### config.mk
export PLATFORM = sky130hd
export DESIGN_NAME = sram_mult_system
export DESIGN_NICKNAME = d
export VERILOG_FILES = /design/src/rtl/sram_mult_pkg.sv /design/src/rtl/sram_16x8.sv /design/src/rtl/sram_mult_system.sv
export SDC_FILE = /design/constraint.sdc
export NUM_CORES = 1
export LEC_CHECK = 0
export BUFFER_PORTS_ARGS = -buffer_cell sky130_fd_sc_hd__buf_4
export CORE_ASPECT_RATIO = 0.6
export CORE_MARGIN = 2
export CORE_UTILIZATION = 56
export CTS_CLUSTER_SIZE = 20
export DETAILED_ROUTE_END_ITERATION = 8
export PLACE_DENSITY_LB_ADDON = 0.05
export SYNTH_ARGS = -nofsm -noshare
export SYNTH_HDL_FRONTEND = slang
export SYNTH_SLANG_ARGS = --single-unit
### constraint.sdc
create_clock -name clk -period 5.9 [get_ports clk]
set_input_delay 1.18 -clock clk [delete_from_list [all_inputs] [get_ports clk]]
set_output_delay 1.18 -clock clk [all_outputs]
set_load 0.01 [all_outputs]
### src/rtl/sram_mult_pkg.sv
// Shared constants and cycle classification for the weight-stationary SRAM multiply block.
// The coefficient SRAM, its pointers and the multiplier all use these constants.
package sram_mult_pkg;

    localparam int DATA_WIDTH = 8;
    localparam int ADDR_COUNT = 16;
    localparam int ADDR_WIDTH = 4;
    localparam int MULT_WIDTH = 2 * DATA_WIDTH;

    typedef enum logic [1:0] {
        CYC_IDLE,
        CYC_LOAD,
        CYC_COMPUTE
    } cycle_kind_e;

    // Only a load before lock-in or a compute after lock-in does anything; every other combination idles.
    function automatic cycle_kind_e decode_cycle(input logic pe_ce,
                                                 input logic init_enable,
                                                 input logic init_done);
        if (!pe_ce) begin
            return CYC_IDLE;
        end
        if (init_enable && !init_done) begin
            return CYC_LOAD;
        end
        if (!init_enable && init_done) begin
            return CYC_COMPUTE;
        end
        return CYC_IDLE;
    endfunction

endpackage

### src/rtl/sram_16x8.sv
// Coefficient store: register array with one synchronous write port and one combinational read port.
// Contents are deliberately not reset; a reload after reset simply overwrites them.
module sram_16x8 #(
    parameter int DATA_WIDTH = 8,
    parameter int ADDR_COUNT = 16,
    parameter int ADDR_WIDTH = 4
) (
    input  logic                  clk,
    input  logic                  we,
    input  logic [ADDR_WIDTH-1:0] waddr,
    input  logic [DATA_WIDTH-1:0] wdata,
    input  logic [ADDR_WIDTH-1:0] raddr,
    output logic [DATA_WIDTH-1:0] rdata
);

    logic [DATA_WIDTH-1:0] mem [ADDR_COUNT];

    always_ff @(posedge clk) begin
        if (we) begin
            mem[waddr] <= wdata;
        end
    end

    assign rdata = mem[raddr];

endmodule

### src/rtl/sram_mult_system.sv
// Weight-stationary multiply PE: loads ADDR_COUNT coefficients, then multiplies each streamed
// operand by the coefficients in rotating address order with a registered product.
module sram_mult_system #(
    parameter int DATA_WIDTH = sram_mult_pkg::DATA_WIDTH,
    parameter int ADDR_COUNT = sram_mult_pkg::ADDR_COUNT,
    parameter int ADDR_WIDTH = sram_mult_pkg::ADDR_WIDTH,
    parameter int MULT_WIDTH = 2 * DATA_WIDTH
) (
    input  logic                  clk,
    input  logic                  rst_n,
    input  logic                  pe_ce,
    input  logic                  init_enable,
    input  logic [DATA_WIDTH-1:0] data_in,
    output logic [MULT_WIDTH-1:0] data_out,
    output logic                  init_done,
    output logic                  valid_out
);

    import sram_mult_pkg::*;

    localparam logic [ADDR_WIDTH-1:0] LAST_ADDR = ADDR_WIDTH'(ADDR_COUNT - 1);

    cycle_kind_e           cycle_kind;
    logic                  mem_we;
    logic [ADDR_WIDTH-1:0] wr_ptr;
    logic [ADDR_WIDTH-1:0] rd_ptr;
    logic [DATA_WIDTH-1:0] coef;
    logic [MULT_WIDTH-1:0] product;

    assign cycle_kind = decode_cycle(pe_ce, init_enable, init_done);
    assign mem_we     = (cycle_kind == CYC_LOAD);
    assign product    = MULT_WIDTH'(data_in) * MULT_WIDTH'(coef);

    sram_16x8 #(
        .DATA_WIDTH (DATA_WIDTH),
        .ADDR_COUNT (ADDR_COUNT),
        .ADDR_WIDTH (ADDR_WIDTH)
    ) u_sram (
        .clk   (clk),
        .we    (mem_we),
        .waddr (wr_ptr),
        .wdata (data_in),
        .raddr (rd_ptr),
        .rdata (coef)
    );

    // The write pointer returns to 0 once the last word locks the coefficients in.
    always_ff @(posedge clk or negedge rst_n) begin
        if (!rst_n) begin
            wr_ptr    <= '0;
            init_done <= 1'b0;
        end else if (cycle_kind == CYC_LOAD) begin
            if (wr_ptr == LAST_ADDR) begin
                wr_ptr    <= '0;
                init_done <= 1'b1;
            end else begin
                wr_ptr <= wr_ptr + 1'b1;
            end
        end
    end

    // The read pointer only advances on products, so gaps never re-align the address sequence.
    always_ff @(posedge clk or negedge rst_n) begin
        if (!rst_n) begin
            rd_ptr    <= '0;
            data_out  <= '0;
            valid_out <= 1'b0;
        end else if (cycle_kind == CYC_COMPUTE) begin
            data_out  <= product;
            valid_out <= 1'b1;
            rd_ptr    <= (rd_ptr == LAST_ADDR) ? '0 : rd_ptr + 1'b1;
        end else begin
            valid_out <= 1'b0;
        end
    end

endmodule

# Yosys cells after proc, flatten, opt, wreduce, memory -nomap -nowiden

Memory sizes are Yosys's and may differ from the RTL's.
Cells that the tools add are included.

Register bits: 26
RAM bits: 128
Logic and storage cells: 34
Memories kept: 1

Memories:

| name       | words | bits a word | read ports | clocked after Yosys merged registers in | write ports | RTL line        | source |
|---|---|---|---|---|---|---|---|
| u_sram.mem | 16    | 8           | 1          | 0                                       | 1           | sram_16x8.sv:16 | `logic [DATA_WIDTH-1:0] mem [ADDR_COUNT];` |

Add/subtract/negate cells: 2
Multiply operators: 1
Eq/ne operators: 4
Muxes and demuxes: 16
Reduce and logical (&&, ||, !) cells: 5

Operator list:

| kind                  | count |
|---|---|
| $mul A8 B8 Y16        | 1 |
| $mux W2               | 6 |
| $add A4 B1 Y4 const B | 2 |
| $eq A4 B4 Y1 const B  | 2 |
| $mux W1               | 8 |
| $mux W4               | 2 |
| $eq A2 B1 Y1 const B  | 1 |
| $eq A2 B2 Y1 const B  | 1 |
| $logic_and A1 B1 Y1   | 2 |
| $logic_not A1 Y1      | 2 |
| $reduce_and A2 Y1     | 1 |

# Logic depth before layout (Yosys ltp)

Gate-level depths: netlist (run 1).

Depth in word-level cells: 12
Gate-level depth with buffers: 21

# Hierarchy

Synthesis (run 1) repeated with hierarchy kept, for this count alone.

Cell total of the unflattened synthesis: 553
Area, all modules: 8076.5 µm²

By module, submodules not included:

| module           | instances | cells each | area each (µm²) |
|---|---|---|---|
| sram_16x8        | 1         | 221        | 4987.3 |
| sram_mult_system | 1         | 332        | 3089.2 |

# Worst setup path after synthesis (run 1)

No wires, ideal clock.

Path kind: flip-flop to flip-flop
Start point: register rd_ptr[1]
End point: register data_out[13]
Arrival time: 5.066 ns
Required time: 5.780 ns
Setup slack: 0.714 ns
Stages on the path, launching flop included: 19
Path buffers: 2
Period minus slack after synthesis: 5.186 ns
Path through: dfrtp_1 clkbuf_1 buf_2 mux4_2 mux2_2 a21oi_2 nor2_1 fa_1 fa_1 fa_1 inv_1 fa_1 inv_1 ha_1 o211ai_1 a21oi_1 o2111ai_1 a21o_1 a31o_2

Longest elaborated chain between the ends: 2

RTL lines:

| element                | RTL line               | source |
|---|---|---|
| from (decl)            | sram_mult_system.sv:26 | `logic [ADDR_WIDTH-1:0] rd_ptr;` |
| from (signal assigned) | sram_mult_system.sv:71 | `rd_ptr <= (rd_ptr == LAST_ADDR) ? '0 : rd_ptr + 1'b1;` |
| $mem_v2 Z16 W8         | n/a                    |  |
| $mul A8 B8 Y16         | sram_mult_system.sv:32 | `assign product = MULT_WIDTH'(data_in) * MULT_WIDTH'(coef);` |
| to (signal assigned)   | sram_mult_system.sv:69 | `data_out <= product;` |
| to (decl)              | sram_mult_system.sv:14 | `output logic [MULT_WIDTH-1:0] data_out,` |

Every way passes these cells.
A chain may end at the register's enable or synchronous reset.

# Final worst setup path (run 1)

Start point: register rd_ptr[0]
End point: register data_out[11]

The elaborated chain is that of the path after synthesis.

==> impl_metrics.yaml, run 1 <==
clocking:
  cts.root.buffer_cell: "clkbuf_16"
  cts_tree: "built"
  cts_made_buffers: 17
  cts_htree_levels: 4
  cts.sinks: 154
  clk_pin_slew_ns: 0.07
  clk_latency_ns: 0.42
  cts.path.max_buffers: 2
synthesis:
  ys_seq_area_share_pct: 55.21
  async_reset_ff_share_pct: 16.88
  ys_ff_latch: 154
  yosysWarnings: 0
  synth_edf_count: 128
  syn-num-nets: 660
  synth-main-ff-cell: "edfxtp_1"
  synth_area_sq_um: 8140
  postSynthCellCount: 571
  syn_avg_cell_area_sq_um: 14.26
  synth_cell_types: 46
sta:
  relSlewSlack_pct: 26.38
  hold_viol_final: 0
  whs_ns: 0.4799
  tightest_slew_ns: 1.100
  period_share_pct: 96.43
  finalSetupViolCount: 0
  layout_min_cycle_time_ns: 5.689
  max_freq_ghz: 0.1758
  drv_slew: 0
  fin_skew_ns: 0.01160
  tns_ns: 0
layout:
  multi_input_area_sq_um: 3333
  fillers: 1038
  regArea_sq_um: 4498
  nets: 722
  layout-drive-gt1-share_pct: 22.60
  utilization_pct: 65.50
  syn_to_final_growth_pct: 15.36
drt:
  drc: 0
  num_vias: 4914
  ant_nets: 0
  wl_mm: 18.23
  drtPass1Iterations: 5
  wl_per_cell_microns: 21.57
  drt_iter0_drc: 348
  via_per_inst: 5.815
grt:
  grt_max_degree: 37
  grt_pass1_vias: 4942
  grt_remaining_overflow: 0
  globalRouteTotalUtil_pct: 24.91
  antenna_found_initial: 0
  grt_pass1_wl_mm: 28.53
power:
  peakVddDrop_uv: 537.1
  finalPower_w: 0.005554
  power.density_nw_per_um2: 591.5
  power_leakage_nw: 3.782
setup_path:
  reg2reg_to: "data_out[11]"
  critPathCapture: "data_out[11]"
  start_kind: "register"
  cp_slowest_stage_delay_ns: 0.56
  cp_data_arrival_time_ns: 5.98
  crit_start: "rd_ptr[0]"
  worst_path_max_delay_cell: "fa_1"
  reg2reg_depth: 18
  r2r_start: "rd_ptr[0]"
  cp.required_ns: 6.19
  cp_max_fo: 8
  cp_common_cell: "fa_1"
  crit_path_end_kind: "register"
  r2r_slack_ns: 0.21
  critPathKind: "reg2reg"
  crit_chain: "buf_12 > mux4_2 > mux2i_1 > nor2_1 > a21oi_2 > nor2_1 > fa_1 > fa_1 > fa_1 > inv_1 > fa_1 > inv_1 > ha_1 > a21oi_1 > nand2_1 > o21ai_0 > xor2_1 > o21ai_0"
floorplan:
  pin_count: 30
  die_y_microns: 97.39
  die_area_sq_um: 15550
  initial_core_util_pct: 56.78
  die_w_microns: 159.7
  rows: 34
  fp.coreArea_sq_um: 14340
place:
  place_congestion: 0.9561
  portBuffers: 29
  hpwl_mm: 12.69
hold_path:
  min_path_type: "reg2reg"
status:
  status: "finished clean"
run:
  maxCapViolCount: 0
## sequential cells by signal, indices dropped and copies added (netlist names)
| name | count |
|---|---|
| u_sram.mem | 128 |
| data_out | 16 |
| rd_ptr | 4 |
| wr_ptr | 4 |
| init_done | 1 |
| valid_out | 1 |
## cell type report
cell class	count	area share (%)
sequential	154	47.90
timing repair buffer	60	5.197
multi-input combinational	341	35.50
clock inverter	15	1.852
antenna	1	0.02665
tap	198	2.638
clock buffer	17	4.530
inverter	59	2.358
## cells by family after synthesis
kind of cell | count (synthesis) | synth area share (%)
flops | 154 | 55.21
simple gates | 145 | 7.870
fa+ha+maj | 77 | 15.16
buf+inv | 76 | 4.058
compound gates | 58 | 5.119
mux | 49 | 11.30
xor+xnor | 12 | 1.291
## stage by stage
| stage | cell area [sq um] | instances | setup WS (ns) |
|---|---|---|---|
| after floorplan | 8140 | 571 | 0.7142 |
| after global placement | 8736 | 808 | 0.1261 |
| after detailed placement | 8736 | 808 | 0.05364 |
| after CTS | 9338 | 840 | 0.09074 |
| after global routing | 9388 | 844 | -0.05364 |
| final | 9390 | 845 | 0.2109 |
## how the worst min path moves through the flow
stage,start,end,slack (ns),cells after the start
after CTS,data_out[6],data_out[6],0.49,2
after global routing,data_out[2],data_out[2],0.51,2
after global placement,data_out[6],data_out[6],0.46,2
after floorplan,wr_ptr[3],wr_ptr[3],0.51,1
final,data_out[6],data_out[6],0.48,2
after detailed placement,data_out[2],data_out[2],0.46,2
## report_power, final
group / internal, W / switching [W] / total, W
Sequential: 0.00129 / 0.0000830 / 0.00137
Clock: 0.000642 / 0.000483 / 0.00112
Combinational: 0.00128 / 0.00178 / 0.00306
## timing repair
action	CTS	global route
hold buffers	0	0
setup buffers	0	4
endpoints found under the setup margin	1	6
gates resized for setup	1	2
pin swaps	0	0
## layout by cell type (no fill, tap or decap), drive strengths merged, types with 4 or more instances in the layout
| master | n |
|---|---|
| a21o | 5 |
| a21oi | 19 |
| and2 | 6 |
| and3 | 10 |
| buf | 60 |
| clkbuf | 17 |
| dfrtp | 26 |
| edfxtp | 128 |
| fa | 36 |
| ha | 41 |
| inv | 69 |
| mux2 | 8 |
| mux2i | 9 |
| mux4 | 32 |
| nand2 | 39 |
| nand2b | 11 |
| nor2 | 66 |
| o21ai | 20 |
| xnor2 | 4 |
| xor2 | 8 |
## metal layers
| layer | global-route usage, % | part of all wire [%] | wire length (microns) | vias up |
|---|---|---|---|---|
| li1 | - | - | - | 2169 |
| met1 | 41.21 | 49 | 9020 | 2534 |
| met2 | 33.77 | 42 | 7674 | 194 |
| met3 | 4.951 | 7.4 | 1356 | 17 |
| met4 | 6.014 | 0.98 | 178 | 0 |
| met5 | 0 | 0 | 0 | - |
## synth_stat cells, types with 3 or more instances
cell type	n	area share (%)
xnor2_1	4	0.43
clkbuf_1	7	0.32
fa_1	36	8.9
and3_1	10	0.77
xor2_1	8	0.86
a21oi_1	12	0.74
mux4_2	30	8.3
mux2_2	5	0.69
mux2_4	3	0.55
a21oi_4	5	1.0
nor2_1	66	3.0
buf_6	3	0.41
nand3_1	3	0.18
mux2i_1	9	1.1
o211ai_1	3	0.28
nand2_1	39	1.8
and2_1	6	0.46
nor3_1	3	0.18
inv_1	58	2.7
dfrtp_1	26	8.0
o21ai_0	19	1.2
edfxtp_1	128	47
ha_1	41	6.3
buf_2	5	0.31
a21o_1	5	0.46
nand2b_1	11	0.85
## critical path: cells and delay by family (launching register included)
family	cells	cell delay, ns
xor gates and xnor gates	1	0.41
buffers and inverters	3	0.27
DFF	1	0.49
adders and majority gates	5	2.50
AOI/OAI and AO/OA	4	0.80
and+or+nand+nor	3	0.33
muxes	2	0.77
(Power assumes the default switching activity.)
==> run 2, diff against run 1 <==
MAX_ROUTING_LAYER = met4   (was not set)
==> run 2 against run 1 <==
Compared with the run above:
- first-iteration DRC count decreased by 4.0%
- cell area stayed put
- clock power is essentially flat
- combinational power is essentially flat
- critical endpoint unchanged
==> impl_metrics.yaml, run 2 (synthesis gave the netlist of run 1 again) <==
status:
  status: "finished clean"
grt:
  grt_pass1_wl_mm: 28.51
  grt_remaining_overflow: 0
  grt_max_degree: 37
  globalRouteTotalUtil_pct: 25.72
  antenna_found_initial: 0
  grt_pass1_vias: 4937
floorplan:
  rows: 34
  die_area_sq_um: 15550
  pin_count: 30
  fp.coreArea_sq_um: 14340
  die_w_microns: 159.7
  die_y_microns: 97.39
  initial_core_util_pct: 56.78
drt:
  ant_nets: 0
  via_per_inst: 5.846
  drc: 0
  wl_per_cell_microns: 21.58
  drt_iter0_drc: 334
  wl_mm: 18.24
  drtPass1Iterations: 5
  num_vias: 4940
layout:
  fillers: 1038
  largest_register: "u_sram.mem"
  largest_reg_flops: 128
  layout-drive-gt1-share_pct: 22.60
  final_cell_mix: "edfxtp_1, nor2_1, inv_1"
  top_regs: "u_sram.mem: 128 flops, data_out: 16 flops"
  fin_cells: 845
  nets: 722
  final_common_cell: "edfxtp_1"
  utilization_pct: 65.50
  syn_to_final_growth_pct: 15.36
setup_path:
  cp_max_fo: 8
  crit_path_end_kind: "register"
  cp_data_arrival_time_ns: 5.99
  cp.required_ns: 6.19
  start_kind: "register"
  critPathKind: "reg2reg"
clocking:
  cts.path.max_buffers: 2
  cts_htree_levels: 4
  cts_tree: "built"
  clk_latency_ns: 0.42
  cts.sinks: 154
  cts.root.buffer_cell: "clkbuf_16"
  cts_made_buffers: 17
  holdBufCountCts: 0
  clk_pin_slew_ns: 0.07
run:
  maxCapViolCount: 0
power:
  peakVddDrop_uv: 547.4
  power_leakage_nw: 3.782
  power.density_nw_per_um2: 591.6
sta:
  finalSetupViolCount: 0
  tightest_slew_ns: 1.154
  drv_slew: 0
  period_share_pct: 96.63
  max_freq_ghz: 0.1754
  tns_ns: 0
  hold_viol_final: 0
  fin_skew_ns: 0.01158
  layout_min_cycle_time_ns: 5.701
  relSlewSlack_pct: 22.78
hold_path:
  min_path_type: "reg2reg"
place:
  placedCellCount: 808
  portBuffers: 29
  hpwl_mm: 12.69
  place_congestion: 0.9737
## run 2: per-stage QoR
step                hold WS [ns]  power (W)  area (sq um)  worst slack [ns]
floorplan                 0.5106   0.003411          8140            0.7142
global placement          0.4644   0.004250          8736            0.1261
detailed placement        0.4640   0.004308          8736           0.05364
CTS                       0.4888   0.005459          9338           0.09074
global route              0.5146   0.006003          9388          -0.05406
finish                    0.4826   0.005555          9390            0.1988
## run 2: power breakdown
part,switching [W],internal [W],total [W],leakage [nW]
logic,0.00178,0.00128,0.00306,1.99
registers,0.0000827,0.00129,0.00137,1.50
clock network,0.000484,0.000642,0.00113,0.300
total,0.00235,0.00321,0.00556,3.78
## run 2: layout make-up
cell class / instances / area [sq um] / area share, %
timing repair buffer: 60 / 488.0 / 5.197
clock buffer: 17 / 425.4 / 4.530
tap: 198 / 247.7 / 2.638
antenna: 1 / 2.502 / 0.02665
multi-input combinational: 341 / 3333 / 35.50
sequential: 154 / 4498 / 47.90
inverter: 59 / 221.5 / 2.358
clock inverter: 15 / 173.9 / 1.852
## run 2: critical path: stages, from the launching register on
cell and delay, ns:
dfrtp_4 0.49, buf_12 0.16, mux4_2 0.51, mux2i_1 0.26, nor2_1 0.11, a21oi_2 0.23, nor2_1 0.10, fa_1 0.53
fa_1 0.52, fa_1 0.56, inv_1 0.07, fa_1 0.53, inv_1 0.04, ha_1 0.36, a21oi_1 0.24, nand2_1 0.13
o21ai_0 0.21, xor2_1 0.41, o21ai_0 0.14
## run 2: what timing repair did
item	in CTS	in global routing
setup endpoints to repair	1	6
pin swaps	0	0
resized for setup	1	2
buffers inserted	0	4
## run 2: final timing paths
kind                              from            to  slack [ns]  cells after the start
max in group asynchronous        rst_n     rd_ptr[0]        4.90                      1
hold reg to reg            data_out[6]   data_out[6]        0.48                      2
setup reg to reg             rd_ptr[0]  data_out[11]        0.20                     18
hold / removal             data_out[6]   data_out[6]        0.48                      2
min in group asynchronous        rst_n  data_out[12]        0.67                      1
setup / recovery             rd_ptr[0]  data_out[11]        0.20                     18
## run 2: routing by layer
layer | wire, microns | vias up | global-route usage [%]
met5 | 0 | - | -
met2 | 7683 | 199 | 33.80
li1 | - | 2173 | -
met1 | 8869 | 2551 | 41.12
met3 | 1498 | 17 | 5.036
met4 | 184 | 0 | 6.434
==> run 3, diff against run 2 <==
ABC_CLOCK_PERIOD_IN_PS = 5900   (was not set)
CORE_UTILIZATION = 46   (was 56)
CTS_CLUSTER_SIZE = not set   (was 20)
==> run 3 against run 2 <==
Compared with the run above:
- combinational power barely moved
- sequential share of layout area rose by 0.40 points
- global-route usage down 4.7 points
- sequential cell count unchanged
- non-clock buffer count fell by 11
- die area increased by 21%
- via count is 5.0% lower
- clock power down 9.7%
- wire length shrank 3.3%
- first-iteration DRC count up 34%
- largest power group unchanged
==> impl_metrics.yaml, run 3 (synthesis gave the netlist of run 1 again) <==
status:
  status: "finished clean"
grt:
  grt_remaining_overflow: 0
  grt_pass1_wl_mm: 27.77
  antenna_found_initial: 0
  grt_pass1_vias: 4768
  grt_max_degree: 37
  globalRouteTotalUtil_pct: 21.00
sta:
  finalSetupViolCount: 0
  period_share_pct: 95.97
  relSlewSlack_pct: 37.38
  hold_viol_final: 0
  drv_slew: 0
  layout_min_cycle_time_ns: 5.662
  tightest_slew_ns: 0.9358
  max_freq_ghz: 0.1766
  fin_skew_ns: 0.008074
run:
  maxCapViolCount: 0
clocking:
  cts_made_buffers: 17
  clk_latency_ns: 0.42
  cts.sinks: 154
  clk_pin_slew_ns: 0.06
  cts_htree_levels: 4
  cts.root.buffer_cell: "clkbuf_16"
  cts.path.max_buffers: 2
  cts_tree: "built"
floorplan:
  rows: 37
  initial_core_util_pct: 47.27
  die_area_sq_um: 18810
  fp.coreArea_sq_um: 17220
  die_w_microns: 175.7
  pin_count: 30
  die_y_microns: 107.0
power:
  p_sw_w: 0.002326
  clockPowerShare_pct: 18.9
  p_sw_share_pct: 43.04
  power.density_nw_per_um2: 580.8
  p_int_w: 0.003078
  p_comb_share_pct: 56.0
  power_leakage_nw: 3.706
  peakVddDrop_uv: 501.2
  finalPower_w: 0.005405
  sequentialPowerShare_pct: 25.1
layout:
  final_cell_mix: "edfxtp_1, nor2_1, inv_1"
  final_common_cell: "edfxtp_1"
  top_regs: "u_sram.mem: 128 flops, data_out: 16 flops"
  largest_register: "u_sram.mem"
  stdcell_area_sq_um: 9306
  utilization_pct: 54.04
  largest_reg_flops: 128
  syn_to_final_growth_pct: 14.33
  nets: 711
  layout-drive-gt1-share_pct: 21.10
place:
  hpwl_mm: 12.62
  dpl_cell_area_sq_um: 8708
  place_congestion: 0.8970
  portBuffers: 29
drt:
  drtPass1Iterations: 5
  drc: 0
  wl_per_cell_microns: 20.26
  via_per_inst: 5.397
  num_vias: 4695
  wl_mm: 17.63
  ant_nets: 0
  drt_iter0_drc: 449
setup_path:
  r2r_slack_ns: 0.24
  worst_path_max_delay_cell: "fa_1"
  cp_common_cell: "fa_1"
  critical-path-top-delay-family: "adder cells"
  start_kind: "register"
  crit_chain: "buf_12 > mux4_2 > mux2_4 > a21oi_4 > nor2_1 > fa_1 > fa_1 > fa_1 > inv_1 > fa_1 > inv_1 > ha_1 > o211ai_1 > a21oi_2 > o2111ai_2 > a21o_1 > a31o_2"
  crit_path_end_kind: "register"
  cp.required_ns: 6.21
  cp_max_fo: 24
  cp_data_arrival_time_ns: 5.97
  cp_slowest_stage_delay_ns: 0.58
  critPathKind: "reg2reg"
  path_buf_inv: 3
hold_path:
  min_path_type: "reg2reg"
-- run 3: cell count changes in the layout (fill, tap and decap cells not counted), sizes merged --
| cell | delta |
|---|---|
| bufinv | -2 |
| inv | -6 |
| buf | -11 |
| clkinv | +3 |
| clkbuf | +5 |
-- run 3: path summary, 6_finish.rpt --
kind                             startpoint  cells after the start      endpoint
worst min register to register  data_out[1]                      2   data_out[1]
worst max register to register    rd_ptr[0]                     17  data_out[13]
worst max-delay path              rd_ptr[0]                     17  data_out[13]
min in group asynchronous             rst_n                      1  data_out[15]
max in group asynchronous             rst_n                      1     rd_ptr[0]
worst min-delay path            data_out[1]                      2   data_out[1]
-- run 3: stage by stage --
step | worst slack, ns | std cells | hold slack (ns) | TNS, ns
3_5_place_dp | 0.06822 | 835 | 0.4691 | 0
6_report | 0.2375 | 870 | 0.4785 | 0
5_1_grt | -0.02674 | 869 | 0.5017 | -0.03408
3_3_place_gp | 0.08983 | 835 | 0.4637 | 0
2_1_floorplan | 0.7142 | 571 | 0.5106 | 0
4_1_cts | 0.04163 | 867 | 0.4869 | 0
-- run 3: timing repair --
action / in CTS / in global routing
resized for setup: 0 / 6
hold endpoints to repair: 0 / 0
setup endpoints to repair: 0 / 4
setup buffers: 0 / 2
hold buffers: 0 / 0
-- run 3: area by class of cell --
class,instances,area [sq um]
sequential,154,4496
multi-input combinational,341,3353
fill,1451,7915
inverter,59,221.5
antenna,1,2.502
timing repair buffer,49,392.9
clock inverter,10,62.56
tap,234,292.8
clock buffer,22,485.5
-- run 3: tightest hold or removal path, cell delays in order (launching register included) --
cell     delay (ns)
dfrtp_1        0.34
nand2_1        0.05
nand2_1        0.06
-- run 3: power by group through the flow --
stage	Combinational, W	Sequential (W)	Clock (W)
floorplan	0.00204	0.00137	0
global placement	0.00290	0.00137	0
detailed placement	0.00288	0.00137	0
CTS	0.00292	0.00135	0.00104
global route	0.00345	0.00136	0.00109
finish	0.00303	0.00135	0.00102
-- run 3: metal layers --
metal  vias to the layer above  track usage (%)  routed length, microns
met4                         0            4.604                     140
met1                      2409            33.09                    9389
li1                       2150                -                       -
met5                         -                -                       0
met2                       124            26.01                    6874
met3                        12            6.596                    1225
